**src/rtl/jt12_mod_sum.sv**
```systemverilog
// Phase-modulation summing stage of the JT12 operator pipeline: records every
// slot result, keeps S1 feedback history per channel and forms the next slot's modulation word.
module jt12_mod_sum (
    input  logic        clk,
    input  logic        rst_n,
    input  logic        clk_en,
    input  logic        zero,
    input  logic [13:0] op_result,
    input  logic        s1_enters,
    input  logic        use_prev1,
    input  logic        use_prev2,
    input  logic        use_prevprev1,
    input  logic        use_internal_x,
    input  logic        use_internal_y,
    input  logic [2:0]  fb_I,
    output logic [9:0]  mod_out
);

    logic [4:0]         cnt_r;
    logic [13:0]        hist_r [1:17];
    logic [13:0]        fa_r   [0:5];
    logic [13:0]        fb_r   [0:5];
    logic [2:0]         rc_s;
    logic [13:0]        fa_rd_s;
    logic [13:0]        fb_rd_s;
    logic signed [14:0] fsum_s;
    logic [9:0]         fmod_s;
    logic signed [15:0] opa_s;
    logic signed [15:0] opb_s;
    logic signed [15:0] opc_s;
    logic signed [15:0] sum_s;
    logic [9:0]         next_mod_s;

    // Read channel for the next slot; 6 marks "not an S1 slot" and reads as zero.
    always_comb begin
        rc_s = 3'd0;
        if (zero || (cnt_r == 5'd23)) begin
            rc_s = 3'd0;
        end else if (cnt_r < 5'd5) begin
            rc_s = cnt_r[2:0] + 3'd1;
        end else begin
            rc_s = 3'd6;
        end
    end

    // Feedback memory read mux.
    always_comb begin
        fa_rd_s = 14'd0;
        fb_rd_s = 14'd0;
        case (rc_s)
            3'd0: begin fa_rd_s = fa_r[0]; fb_rd_s = fb_r[0]; end
            3'd1: begin fa_rd_s = fa_r[1]; fb_rd_s = fb_r[1]; end
            3'd2: begin fa_rd_s = fa_r[2]; fb_rd_s = fb_r[2]; end
            3'd3: begin fa_rd_s = fa_r[3]; fb_rd_s = fb_r[3]; end
            3'd4: begin fa_rd_s = fa_r[4]; fb_rd_s = fb_r[4]; end
            3'd5: begin fa_rd_s = fa_r[5]; fb_rd_s = fb_r[5]; end
            default: begin fa_rd_s = 14'd0; fb_rd_s = 14'd0; end
        endcase
    end

    // Feedback sum and operand sum, then the select between them.
    always_comb begin
        fsum_s = $signed({fa_rd_s[13], fa_rd_s}) + $signed({fb_rd_s[13], fb_rd_s});
        fmod_s = 10'(fsum_s >>> (4'd9 - {1'b0, fb_I}));
        opa_s  = use_prev1 ? $signed({{2{hist_r[5][13]}}, hist_r[5]}) : 16'sd0;
        opb_s  = (use_prev2 | use_internal_x) ? $signed({{2{hist_r[11][13]}}, hist_r[11]}) : 16'sd0;
        opc_s  = (use_prevprev1 | use_internal_y) ? $signed({{2{hist_r[17][13]}}, hist_r[17]}) : 16'sd0;
        sum_s  = opa_s + opb_s + opc_s;
        if (s1_enters) begin
            if (fb_I == 3'd0) begin
                next_mod_s = 10'd0;
            end else begin
                next_mod_s = fmod_s;
            end
        end else begin
            next_mod_s = 10'(sum_s >>> 1);
        end
    end

    // Slot counter; zero realigns the frame.
    always_ff @(posedge clk or negedge rst_n) begin
        if (!rst_n) begin
            cnt_r <= 5'd0;
        end else if (clk_en) begin
            if (zero || (cnt_r == 5'd23)) begin
                cnt_r <= 5'd0;
            end else begin
                cnt_r <= cnt_r + 5'd1;
            end
        end else begin
            cnt_r <= cnt_r;
        end
    end

    // History line: hist_r[k] holds the result of k slots ago.
    always_ff @(posedge clk or negedge rst_n) begin
        if (!rst_n) begin
            for (int k = 1; k <= 17; k++) begin
                hist_r[k] <= 14'd0;
            end
        end else if (clk_en) begin
            hist_r[1] <= op_result;
            for (int k = 2; k <= 17; k++) begin
                hist_r[k] <= hist_r[k-1];
            end
        end
    end

    // S1 feedback memory: fa is the latest S1 output of a channel, fb the one before.
    always_ff @(posedge clk or negedge rst_n) begin
        if (!rst_n) begin
            for (int ch = 0; ch < 6; ch++) begin
                fa_r[ch] <= 14'd0;
                fb_r[ch] <= 14'd0;
            end
        end else if (clk_en) begin
            for (int ch = 0; ch < 6; ch++) begin
                if (cnt_r == 5'(ch)) begin
                    fb_r[ch] <= fa_r[ch];
                    fa_r[ch] <= op_result;
                end
            end
        end
    end

    // Registered modulation word.
    always_ff @(posedge clk or negedge rst_n) begin
        if (!rst_n) begin
            mod_out <= 10'd0;
        end else if (clk_en) begin
            mod_out <= next_mod_s;
        end else begin
            mod_out <= mod_out;
        end
    end

endmodule

```
**config.mk**
```make
export PLATFORM = sky130hd
export DESIGN_NAME = jt12_mod_sum
export DESIGN_NICKNAME = d
export VERILOG_FILES = /design/src/rtl/jt12_mod_sum.sv
export SDC_FILE = /design/constraint.sdc
export NUM_CORES = 1
export LEC_CHECK = 0
export ABC_AREA = 0
export CORE_MARGIN = 4
export CORE_UTILIZATION = 45
export DETAILED_ROUTE_END_ITERATION = 10
export PLACE_DENSITY = 0.68
export SYNTH_ARGS = -nofsm -noshare
export SYNTH_HDL_FRONTEND = slang
export SYNTH_SLANG_ARGS = --single-unit
```
**constraint.sdc**
```tcl
create_clock -name clk -period 7.7 [get_ports clk]
set_clock_uncertainty 0.2 [all_clocks]
set_input_delay 1.54 -clock clk [delete_from_list [all_inputs] [get_ports clk]]
set_output_delay 1.54 -clock clk [all_outputs]
set_load 0.02 [all_outputs]
```
==> impl_metrics.json <==
{
  "detailed_place_hpwl_mm": 23.76,
  "r2r.worst_path.cells": 15,
  "drt.antenna.violating_nets": 0,
  "tritoncts_clock_tree": "built",
  "fin_util_pct": 51.80,
  "antenna_found_initial": 0,
  "final_critical_path_setup_slack_ps": 1453,
  "detail_route.wirelength_mm": 36.58,
  "clockBufferDepth": 3,
  "synth_flop_cell": "sky130_fd_sc_hd__dfrtp_1",
  "synth_enable_flop_cells": 0,
  "hold_violations": 0,
  "synth.largest_area_cell": "sky130_fd_sc_hd__dfrtp_1",
  "grt_setup_unrepaired": "no",
  "h_tree_levels": 2,
  "finalCriticalPeriod_ps": 6247,
  "report.final.setup_viol": 0,
  "detail_route.drc_violations": 0,
  "grt_usage_pct": 17.88,
  "clk_latency_ps": 550,
  "postCtsResizedCells": 0,
  "rows": 71,
  "synth_area_um2": 17470,
  "cp-end-kind": "flip-flop",
  "post-route-cell-area_um2": 19650,
  "worst-path-max-fanout": 54,
  "dieArea_um2": 42030,
  "worst-slew-pin-transition_ps": 1143,
  "peak_supply_drop_v": 0.0001811,
  "cts-root-buf": "sky130_fd_sc_hd__clkbuf_16",
  "congestion_overflow_gr": 0,
  "total_placed_instance_area_um2": 18300,
  "finalCritPeriodShare_pct": 81.13,
  "clkSlewWorstSetupHoldPaths_ps": 60,
  "coreArea_um2": 37930,
  "pre_cts_setup_slack_ps": 941.7,
  "netlist_instances": 1462,
  "critical_path_required_ps": 7990,
  "grt_max_degree": 129,
  "starting_utilization_of_the_core_area_pct": 46.04,
  "min_delay_path_depth": 1,
  "drt_first_pass_iters": 5,
  "numPortBuffers": 36,
  "ctsHoldBuffers": 0,
  "num_vias": 11140,
  "first_global_vias": 11170,
  "final_layout_size_suffix_gt1_share_pct": 30.41,
  "syn_nets": 1529,
  "first_iter_violations": 733,
  "netlist-cell-type-count": 69,
  "final_net_count": 1545,
  "run_status": "complete, no violations",
  "ys_seq_area_share_pct": 53.01,
  "max_cap_violations": 0,
  "fmax_mhz": 160.1,
  "total_leakage_power_uw": 0.008841,
  "p_per_area_nw_per_um2": 394.1,
  "top_level_ports": 37,
  "number_of_post_cts_setup_repair_buffers": 0,
  "criticalPathCategory": "in2reg",
  "post_drt_via_cell_ratio": 5.522,
  "syn-mean-instance-area_um2": 11.95,
  "yosys_register_bits": 370,
  "insertedDiodeCount": 0,
  "cp-start-kind": "input pin",
  "worst_ep_arrival_time_ps": 6540,
  "cts_made_buffers": 40,
  "setup_tns_ps": 0,
  "dieHeight_um": 205.0,
  "gp_congestion": 0.8556,
  "numClockSinks": 370,
  "die_width_um": 205.0,
  "maxSlewHeadroom_pct": 23.77,
  "synthTopCellsByArea": "sky130_fd_sc_hd__dfrtp_1, sky130_fd_sc_hd__mux2_2, sky130_fd_sc_hd__nand2_1",
  "area.growth.synth_to_final_pct": 12.49,
  "synth.top_cell.area_share_pct": 53.01,
  "asyncSetResetFlopFracSynth_pct": 100.0,
  "grt_pass1_wl_mm": 60.64,
  "drt-wirelength-per-cell_um": 18.14,
  "hold_path.class": "reg2reg",
  "timing.final.max_slew_violations": 0,
  "yosysWarnings": 0
}
-- worst paths after layout --
path	slack, ps	startpoint	end
worst max-delay path	1450	zero	mod_out[5]
worst min-delay path	290	hist_r[149]	hist_r[135]
worst max register to register	2130	cnt_r[0]	mod_out[5]
worst min register to register	290	hist_r[149]	hist_r[135]
max in group asynchronous	4690	rst_n	fb_r[70]
min in group asynchronous	900	rst_n	fa_r[43]
-- cells in the mapped netlist, types with 3 or more instances --
cell type,number
sky130_fd_sc_hd__nand3b_1,3
sky130_fd_sc_hd__o221a_2,3
sky130_fd_sc_hd__xnor2_1,10
sky130_fd_sc_hd__and3_1,6
sky130_fd_sc_hd__nand3_1,16
sky130_fd_sc_hd__o22ai_1,3
sky130_fd_sc_hd__nor2_1,26
sky130_fd_sc_hd__nand2_1,213
sky130_fd_sc_hd__a21o_1,8
sky130_fd_sc_hd__o21ai_0,24
sky130_fd_sc_hd__buf_2,6
sky130_fd_sc_hd__or2_2,4
sky130_fd_sc_hd__nor3_1,9
sky130_fd_sc_hd__a211oi_1,6
sky130_fd_sc_hd__xor2_1,7
sky130_fd_sc_hd__ha_1,29
sky130_fd_sc_hd__mux2_2,357
sky130_fd_sc_hd__or3_1,29
sky130_fd_sc_hd__fa_1,11
sky130_fd_sc_hd__a221oi_1,5
sky130_fd_sc_hd__o21a_1,4
sky130_fd_sc_hd__dfrtp_1,370
sky130_fd_sc_hd__nand4_1,7
sky130_fd_sc_hd__a31oi_1,6
sky130_fd_sc_hd__buf_1,7
sky130_fd_sc_hd__o211ai_1,6
sky130_fd_sc_hd__and2_1,7
sky130_fd_sc_hd__a21oi_1,101
sky130_fd_sc_hd__clkbuf_1,65
sky130_fd_sc_hd__nand2b_1,5
sky130_fd_sc_hd__nor2b_1,12
sky130_fd_sc_hd__mux2i_1,12
sky130_fd_sc_hd__inv_1,33
sky130_fd_sc_hd__a22oi_1,5
-- layout make-up --
| class | instances | area (um^2) |
|---|---|---|
| fill | 3292 | 18290 |
| sequential | 370 | 9259 |
| multi-input combinational | 979 | 7777 |
| clock buffer | 58 | 1180 |
| tap | 511 | 639.4 |
| timing repair buffer | 53 | 496.7 |
| clock inverter | 12 | 167.7 |
| inverter | 34 | 127.6 |
-- sequential cells by signal, summed over array words and instances, names as in the netlist --
name	count
hist_r	187
fa_r	84
fb_r	84
mod_out	10
cnt_r	5
-- worst max-delay path, stage by stage --
cell                              delay, ps
sky130_fd_sc_hd__clkdlybuf4s50_1        500
sky130_fd_sc_hd__a41oi_2                430
sky130_fd_sc_hd__nand2b_2               710
sky130_fd_sc_hd__nand2_1                250
sky130_fd_sc_hd__a21oi_1                 90
sky130_fd_sc_hd__or3_1                  390
sky130_fd_sc_hd__ha_1                   440
sky130_fd_sc_hd__a21oi_1                160
sky130_fd_sc_hd__a21oi_1                500
sky130_fd_sc_hd__a21boi_1               170
sky130_fd_sc_hd__xnor2_1                410
sky130_fd_sc_hd__mux2i_1                190
sky130_fd_sc_hd__or3b_1                 420
sky130_fd_sc_hd__a41oi_1                170
sky130_fd_sc_hd__a221o_1                130
-- power breakdown --
group,leakage (uW),switching [uW],total (uW),internal (uW)
Clock,0.000668,764,1960,1200
Sequential,0.00457,430,3130,2700
Combinational,0.00361,1350,2650,1300
Total,0.00884,2550,7740,5200
-- stage by stage --
step | hold slack (ps) | total power (uW) | instances
2_1_floorplan | 272.1 | 5034 | 1462
3_3_place_gp | 283.0 | 5730 | 1947
3_5_place_dp | 289.6 | 5827 | 1947
4_1_cts | 285.9 | 7820 | 2017
5_1_grt | 309.2 | 8285 | 2017
6_report | 286.2 | 7744 | 2017
-- kinds of logic (layout without fill, tap and decap cells) --
group	Yosys count	count (layout)	share of synthesized area [%]
buffers and inverters	113	157	2.514
muxes	371	371	23.96
DFF	370	370	53.01
AOI/OAI and AO/OA	205	205	7.443
and+or+nand+nor	346	346	8.876
adders and majority gates	40	40	3.338
xor gates and xnor gates	17	17	0.8525
-- cell usage in the layout (no fill, tap or decap), types with 8 or more instances in the layout --
| cell | instances |
|---|---|
| sky130_fd_sc_hd__inv_1 | 33 |
| sky130_fd_sc_hd__o21ai_0 | 24 |
| sky130_fd_sc_hd__a21o_1 | 8 |
| sky130_fd_sc_hd__clkdlybuf4s50_1 | 34 |
| sky130_fd_sc_hd__clkbuf_8 | 10 |
| sky130_fd_sc_hd__nand3_1 | 16 |
| sky130_fd_sc_hd__xnor2_1 | 10 |
| sky130_fd_sc_hd__a21oi_1 | 101 |
| sky130_fd_sc_hd__mux2_2 | 357 |
| sky130_fd_sc_hd__nor3_1 | 9 |
| sky130_fd_sc_hd__dfrtp_1 | 370 |
| sky130_fd_sc_hd__buf_4 | 17 |
| sky130_fd_sc_hd__nor2_1 | 26 |
| sky130_fd_sc_hd__or3_1 | 29 |
| sky130_fd_sc_hd__clkbuf_16 | 41 |
| sky130_fd_sc_hd__fa_1 | 11 |
| sky130_fd_sc_hd__mux2i_1 | 12 |
| sky130_fd_sc_hd__nor2b_1 | 11 |
| sky130_fd_sc_hd__nand2_1 | 213 |
| sky130_fd_sc_hd__clkbuf_1 | 8 |
| sky130_fd_sc_hd__ha_1 | 29 |
-- per-layer routing --
layer | track usage, % | routed length, um | up-vias
li1 | - | - | 5217
met1 | 25.61 | 17190 | 5634
met2 | 27.45 | 16500 | 215
met3 | 3.641 | 1782 | 71
met4 | 5.837 | 1111 | 0
met5 | 0 | 0 | -
No activity file was read; power rests on OpenSTA's default activity.
